## src/rtl/iotdf_pkg.sv

```systemverilog
// Shared encodings for the IoT data filter: function select codes, FSM states and
// the sample-counter width helper.
package iotdf_pkg;

  localparam logic [2:0] FN_NONE    = 3'd0;
  localparam logic [2:0] FN_MAX     = 3'd1;
  localparam logic [2:0] FN_MIN     = 3'd2;
  localparam logic [2:0] FN_AVG     = 3'd3;
  localparam logic [2:0] FN_EXTRACT = 3'd4;
  localparam logic [2:0] FN_EXCLUDE = 3'd5;
  localparam logic [2:0] FN_PEAKMAX = 3'd6;
  localparam logic [2:0] FN_PEAKMIN = 3'd7;

  typedef enum logic [1:0] {ST_IDLE, ST_LOAD, ST_ACC} st_e;

  function automatic int calc_sw(input int n);
    return $clog2(n);
  endfunction

endpackage

```

## src/rtl/iot_sample_assembler.sv

```systemverilog
// Shifts BYTES beats (most significant first) into one sample; o_done pulses
// combinationally with the accepted last beat of a sample.
module iot_sample_assembler #(
  parameter  int BYTE_W = 8,
  parameter  int BYTES  = 16,
  localparam int DATA_W = BYTE_W * BYTES,
  localparam int CW     = (BYTES > 1) ? $clog2(BYTES) : 1
) (
  input  logic              clk,
  input  logic              rst,
  input  logic              i_en,
  input  logic [BYTE_W-1:0] i_beat,
  output logic [DATA_W-1:0] o_sample,
  output logic              o_beat0,
  output logic              o_done
);

  logic [CW-1:0]     r_cnt;
  logic [DATA_W-1:0] r_sh;

  always_ff @(posedge clk) begin
    if (rst) begin
      r_cnt <= '0;
      r_sh  <= '0;
    end else if (i_en) begin
      r_sh  <= {r_sh[DATA_W-BYTE_W-1:0], i_beat};
      r_cnt <= (r_cnt == CW'(BYTES-1)) ? '0 : r_cnt + CW'(1);
    end
  end

  assign o_sample = r_sh;
  assign o_beat0  = (r_cnt == '0);
  assign o_done   = i_en && (r_cnt == CW'(BYTES-1));

endmodule

```

## src/rtl/iot_data_filter_p.sv

```systemverilog
// IoT data filter top: FSM, per-round accumulators, peak history and result registers.
// Optional IOTDF_PEAK_CLR_EN adds the peak_clr port for clearing peak history.
module iot_data_filter_p
  import iotdf_pkg::*;
#(
  parameter  int BYTE_W  = 8,
  parameter  int BYTES   = 16,
  parameter  int SAMPLES = 8,
  localparam int DATA_W  = BYTE_W * BYTES,
  localparam int SW      = calc_sw(SAMPLES)
) (
  input  logic              clk,
  input  logic              rst,
  input  logic              in_en,
  input  logic [BYTE_W-1:0] iot_in,
  input  logic [2:0]        fn_sel,
  input  logic [DATA_W-1:0] thr_lo,
  input  logic [DATA_W-1:0] thr_hi,
`ifdef IOTDF_PEAK_CLR_EN
  input  logic              peak_clr,
`endif
  output logic              busy,
  output logic              valid,
  output logic [DATA_W-1:0] iot_out
);

  st_e                 r_st;
  logic                r_busy, r_valid, r_peak_vld, r_clr_pend;
  logic [2:0]          r_fn, r_last_fn;
  logic [SW-1:0]       r_smp;
  logic [DATA_W-1:0]   r_lo, r_hi, r_max, r_min, r_peak, r_out;
  logic [DATA_W+SW-1:0] r_sum;

  logic                w_take, w_beat0, w_done, w_last, w_is_peak;
  logic                w_clr_in, w_clr, w_hist_empty, w_res_v;
  logic [DATA_W-1:0]   w_smp, w_max_n, w_min_n, w_ext, w_res;
  logic [DATA_W+SW-1:0] w_sum_n;

  assign w_take = (r_st == ST_LOAD) && in_en;

  iot_sample_assembler #(.BYTE_W(BYTE_W), .BYTES(BYTES)) u_asm (
    .clk      (clk),
    .rst      (rst),
    .i_en     (w_take),
    .i_beat   (iot_in),
    .o_sample (w_smp),
    .o_beat0  (w_beat0),
    .o_done   (w_done)
  );

`ifdef IOTDF_PEAK_CLR_EN
  assign w_clr_in = peak_clr;
`else
  assign w_clr_in = 1'b0;
`endif

  // Sample 0 of a round seeds the accumulators instead of folding into stale values.
  assign w_last    = (r_smp == SW'(SAMPLES-1));
  assign w_max_n   = (r_smp == '0 || w_smp > r_max) ? w_smp : r_max;
  assign w_min_n   = (r_smp == '0 || w_smp < r_min) ? w_smp : r_min;
  assign w_sum_n   = (r_smp == '0 ? '0 : r_sum) + (DATA_W+SW)'(w_smp);
  assign w_is_peak = (r_fn == FN_PEAKMAX) || (r_fn == FN_PEAKMIN);
  assign w_ext     = (r_fn == FN_PEAKMAX) ? w_max_n : w_min_n;
  // A clear raised in the same cycle as the round end counts for this round.
  assign w_clr        = w_clr_in || r_clr_pend;
  assign w_hist_empty = !r_peak_vld || w_clr || (r_fn != r_last_fn);

  always_comb begin
    w_res_v = 1'b0;
    w_res   = w_smp;
    case (r_fn)
      FN_MAX:     begin w_res_v = w_last; w_res = w_max_n; end
      FN_MIN:     begin w_res_v = w_last; w_res = w_min_n; end
      FN_AVG:     begin w_res_v = w_last; w_res = w_sum_n[DATA_W+SW-1:SW]; end
      FN_EXTRACT: w_res_v = (r_lo < w_smp) && (w_smp < r_hi);
      FN_EXCLUDE: w_res_v = (w_smp < r_lo) || (w_smp > r_hi);
      FN_PEAKMAX: begin w_res_v = w_last && (w_hist_empty || w_ext > r_peak); w_res = w_ext; end
      FN_PEAKMIN: begin w_res_v = w_last && (w_hist_empty || w_ext < r_peak); w_res = w_ext; end
      default:    ;
    endcase
  end

  always_ff @(posedge clk) begin
    if (rst) begin
      r_st       <= ST_IDLE;
      r_busy     <= 1'b1;
      r_valid    <= 1'b0;
      r_out      <= '0;
      r_fn       <= FN_NONE;
      r_last_fn  <= FN_NONE;
      r_lo       <= '0;
      r_hi       <= '0;
      r_smp      <= '0;
      r_max      <= '0;
      r_min      <= '0;
      r_sum      <= '0;
      r_peak     <= '0;
      r_peak_vld <= 1'b0;
      r_clr_pend <= 1'b0;
    end else begin
      r_valid <= 1'b0;
      if (w_clr_in) r_clr_pend <= 1'b1;
      case (r_st)
        ST_IDLE: begin
          r_st   <= ST_LOAD;
          r_busy <= 1'b0;
        end
        ST_LOAD: begin
          if (w_take && w_beat0 && r_smp == '0) begin
            r_fn <= fn_sel;
            r_lo <= thr_lo;
            r_hi <= thr_hi;
          end
          if (w_done) begin
            r_st   <= ST_ACC;
            r_busy <= 1'b1;
          end
        end
        ST_ACC: begin
          r_st   <= ST_LOAD;
          r_busy <= 1'b0;
          r_max  <= w_max_n;
          r_min  <= w_min_n;
          r_sum  <= w_sum_n;
          r_smp  <= w_last ? '0 : r_smp + SW'(1);
          if (w_res_v) begin
            r_valid <= 1'b1;
            r_out   <= w_res;
          end
          if (w_last) begin
            r_last_fn  <= r_fn;
            r_clr_pend <= 1'b0;
            r_peak_vld <= w_is_peak || !w_hist_empty;
            if (w_is_peak && w_res_v) r_peak <= w_ext;
          end
        end
        default: r_st <= ST_IDLE;
      endcase
    end
  end

  assign busy    = r_busy;
  assign valid   = r_valid;
  assign iot_out = r_out;

endmodule

```

## config.mk

```make
export PLATFORM = sky130hd
export DESIGN_NAME = iot_data_filter_p
export DESIGN_NICKNAME = d
export VERILOG_FILES = /design/src/rtl/iotdf_pkg.sv /design/src/rtl/iot_sample_assembler.sv /design/src/rtl/iot_data_filter_p.sv
export SDC_FILE = /design/constraint.sdc
export NUM_CORES = 2
export LEC_CHECK = 0
export CAP_MARGIN = 20
export CORE_ASPECT_RATIO = 0.8
export CORE_MARGIN = 3
export CORE_UTILIZATION = 45
export CTS_CLUSTER_DIAMETER = 30
export CTS_CLUSTER_SIZE = 24
export DETAILED_ROUTE_END_ITERATION = 12
export PLACE_DENSITY = 0.68
export SETUP_SLACK_MARGIN = 0.1
export SLEW_MARGIN = 20
export SYNTH_ARGS = -nofsm -noshare
export SYNTH_HDL_FRONTEND = slang
export SYNTH_SLANG_ARGS = --single-unit
```

## constraint.sdc

```tcl
create_clock -name clk -period 12.3 [get_ports clk]
set_input_delay 1.845 -clock clk [delete_from_list [all_inputs] [get_ports clk]]
set_output_delay 1.845 -clock clk [all_outputs]
set_load 0.01 [all_outputs]
```

==> results_dict.tcl <==
set metrics [dict create \
    post-route-drc-count 0 \
    cp.arrival_ps 11360 \
    critPathMaxFanout 44 \
    clk_latency_ps 870 \
    r2r-start "u_asm.o_sample[125]" \
    rrSetupSlack_ps 1660 \
    detail_route.wl_per_cell_um 26.42 \
    dieArea_um2 160200 \
    path_clk_slew_ps 50 \
    fmax_mhz 93.94 \
    cts_buffer_depth 3 \
    p_leak_nw 32.69 \
    first_iter_violations 8709 \
    worstSetupPathType "flip-flop to flip-flop" \
    antenna_found_initial 8 \
    async_flop_share_pct 0 \
    drtAntennaViolNets 0 \
    fin_crit_sh_pct 86.54 \
    synth_top_cell_by_area "dfxtp_1" \
    cp_top_family "simple AND/OR/NAND/NOR gates" \
    core-area_um2 153300 \
    cts_root_buffer "clkbuf_16" \
    cp_data_required_time_ps 13020 \
    rows 128 \
    place.gp.congestion 1.059 \
    synth_common_cells "nand2_1 (1898), a21oi_1 (1338), dfxtp_1 (1045), inv_1 (853), ha_1 (772)" \
    synth_area_leaders "dfxtp_1 (30%), ha_1 (14%), nand2_1 (10%)" \
    ys.flop_type "dfxtp_1" \
    finalNetCount 10750 \
    hp-start "r_sum[119]" \
    floorplan.initialDensity_pct 45.64 \
    final_layout_size_suffix_gt1_share_pct 7.077 \
    htreeDepth 4 \
    finalHoldViolCount 0 \
    min_period_ps 10640 \
    cts_resized 0 \
    peakVddDrop_uv 142.4 \
    dp_hpwl_mm 227.9 \
    ys_seq_area_share_pct 29.91 \
    slowest_stage "nor4_1" \
    area_delta_synth_final_pct 20.24 \
    overflow 0 \
    rsz0062_at_grt "false" \
    ys_warn_count 0 \
    syn_nets 10540 \
    cp-start-kind "flip-flop" \
    grt_pass1_vias 70480 \
    yosysMostFrequentCell "nand2_1" \
    synth_cell_types 86 \
    via_per_inst 6.174 \
    die_x_um 446.8 \
    fin_skew_ps 51.77 \
    maxSlewHeadroom_pct 8.660 \
    cts_buffers 231 \
    syn_avg_cell_area_um2 7.366 \
    power.density_nw_per_um2 129.1 \
    routed_wl_mm 315.0 \
    final-setup-viol-count 0 \
    grt_max_degree 172 \
    groute.usage.overall_pct 37.93 \
    hold_buffers 0 \
    syn_inst 9496 \
    grt_first_pass_wirelength_mm 459.2 \
    synth_edf_count 0 \
    critPathMaxStageDelay_ps 1010 \
    worstSetupStartpoint "u_asm.o_sample[125]" \
    vias 73620 \
    synth_top_area_share_pct 29.91 \
    die_h_um 358.6 \
    io_pins 400 \
    final_max_slew_viol_count 0 \
    hold_slack_ps 446.5 \
    drv_cap 0 \
    cts_setup_buffers 0 \
    portBuffers 399 \
    worst_setup_path_end_kind "flip-flop" \
    hp-class "flip-flop to flip-flop" \
    p_total_mw 10.86 \
    drt-pass1-iter-count 9 \
    synth-seq-cells 1045 \
    syn_area_um2 69940 \
    cts_tree "done" \
    fin_setup_tns_ps 0 \
    path_buf_inv 1 \
    worst_pin_slew_ps 1367 \
    clkSinkCount 1045 \
    worstPathCellList "ha_1 > nand4_1 > or4_1 > nand4b_1 > a31oi_2 > nor3_4 > mux2_4 > buf_4 > a222oi_1 > ha_1 > nand4_1 > nor4_1 > nand3_1 > or4_1 > nand2_1 > nor3_1 > o2bb2ai_1 > o311ai_1 > a31o_2 > nand2_2 > o32ai_1" \
    status "finished clean" \
]
worst register-to-register path: stages, from the launching register on:
cell	delay (ps)
dfxtp_1	680
ha_1	260
nand4_1	230
or4_1	720
nand4b_1	810
a31oi_2	990
nor3_4	80
mux2_4	540
buf_4	480
a222oi_1	610
ha_1	200
nand4_1	170
nor4_1	1010
nand3_1	400
or4_1	590
nand2_1	100
nor3_1	60
o2bb2ai_1	150
o311ai_1	550
a31o_2	750
nand2_2	690
o32ai_1	430
layout by cell type, fill, tap and decap left out, drive strengths merged, types with 25 or more instances in the layout:
master / instances
a21oi: 1338
a31oi: 89
o21bai: 68
o32ai: 32
o22ai: 42
clkinv: 65
dfxtp: 1045
xor2: 28
o21ai: 397
a221oi: 148
mux2i: 260
a211oi: 100
and3: 26
a222oi: 28
clkinvlp: 35
o21a: 32
and2: 142
ha: 772
or3: 31
bufinv: 37
nor3: 92
nand3: 136
clkbuf: 276
o211ai: 43
nor2: 501
a21o: 122
xnor2: 74
a22oi: 31
a22o: 35
buf: 165
nand2: 1898
nand4: 195
clkdlybuf4s50: 398
nor4: 39
a21boi: 25
inv: 874
metrics by stage:
step / std cells / worst slack (ps) / util (%) / instance area, µm²
3_3_place_gp: 11490 / 1560 / 49.36 / 75650
5_1_grt: 11920 / 1747 / 54.87 / 84100
6_report: 11920 / 1655 / 54.87 / 84100
4_1_cts: 11920 / 2136 / 54.86 / 84080
3_5_place_dp: 11490 / 2266 / 49.39 / 75700
2_1_floorplan: 9496 / 6143 / - / 69940
final timing paths:
path                endpoint  depth (start not counted)
setup / recovery  iot_out[1]                         21
hold / removal    r_sum[119]                          2
setup reg to reg  iot_out[1]                         21
hold reg to reg   r_sum[119]                          2
cells by family (layout without fill, tap and decap cells):
group,after synthesis,in the layout,share of synthesized area (%)
AND/OR/NAND/NOR,3177,3177,19.61
multiplexers,262,262,3.758
flip-flops,1045,1045,29.91
XOR/XNOR,102,102,1.277
buffers and inverters,1440,1850,7.925
other,0,2,0
adder cells (fa/ha/maj),773,773,13.84
AO/OA/AOI/OAI,2697,2697,23.68
area by class of cell:
class	instances	area, µm²
Fill cell	14490	69170
Multi-Input combinational cell	7011	43760
Sequential cell	1045	20920
Clock buffer	276	6281
Timing Repair Buffer	563	5306
Inverter	853	3206
Tap cell	2015	2521
Clock inverter	158	2101
Antenna cell	2	5.005
where the power goes:
group	leakage (nW)	switching [mW]	internal, mW
Clock	4.02	2.22	4.42
Sequential	8.45	0.0369	3.45
Combinational	20.2	0.492	0.241
Total	32.7	2.74	8.11
flip-flops by register name, summed over array words and instances, names as in the netlist:
signal          cells
busy                1
u_asm.r_cnt         4
r_peak            128
r_max             128
r_fn                3
u_asm.o_sample    128
r_st                2
iot_out           128
r_hi              128
r_peak_vld          1
r_last_fn           3
valid               1
r_min             128
r_lo              128
r_sum             131
r_smp               3
per-layer routing:
layer | track usage, % | part of all wire (%)
met5 | 0 | 0.0076
met4 | 26.66 | 8.1
met3 | 8.259 | 9.3
met2 | 58.92 | 43
met1 | 46.78 | 40
No activity file was read; power rests on OpenSTA's default activity.
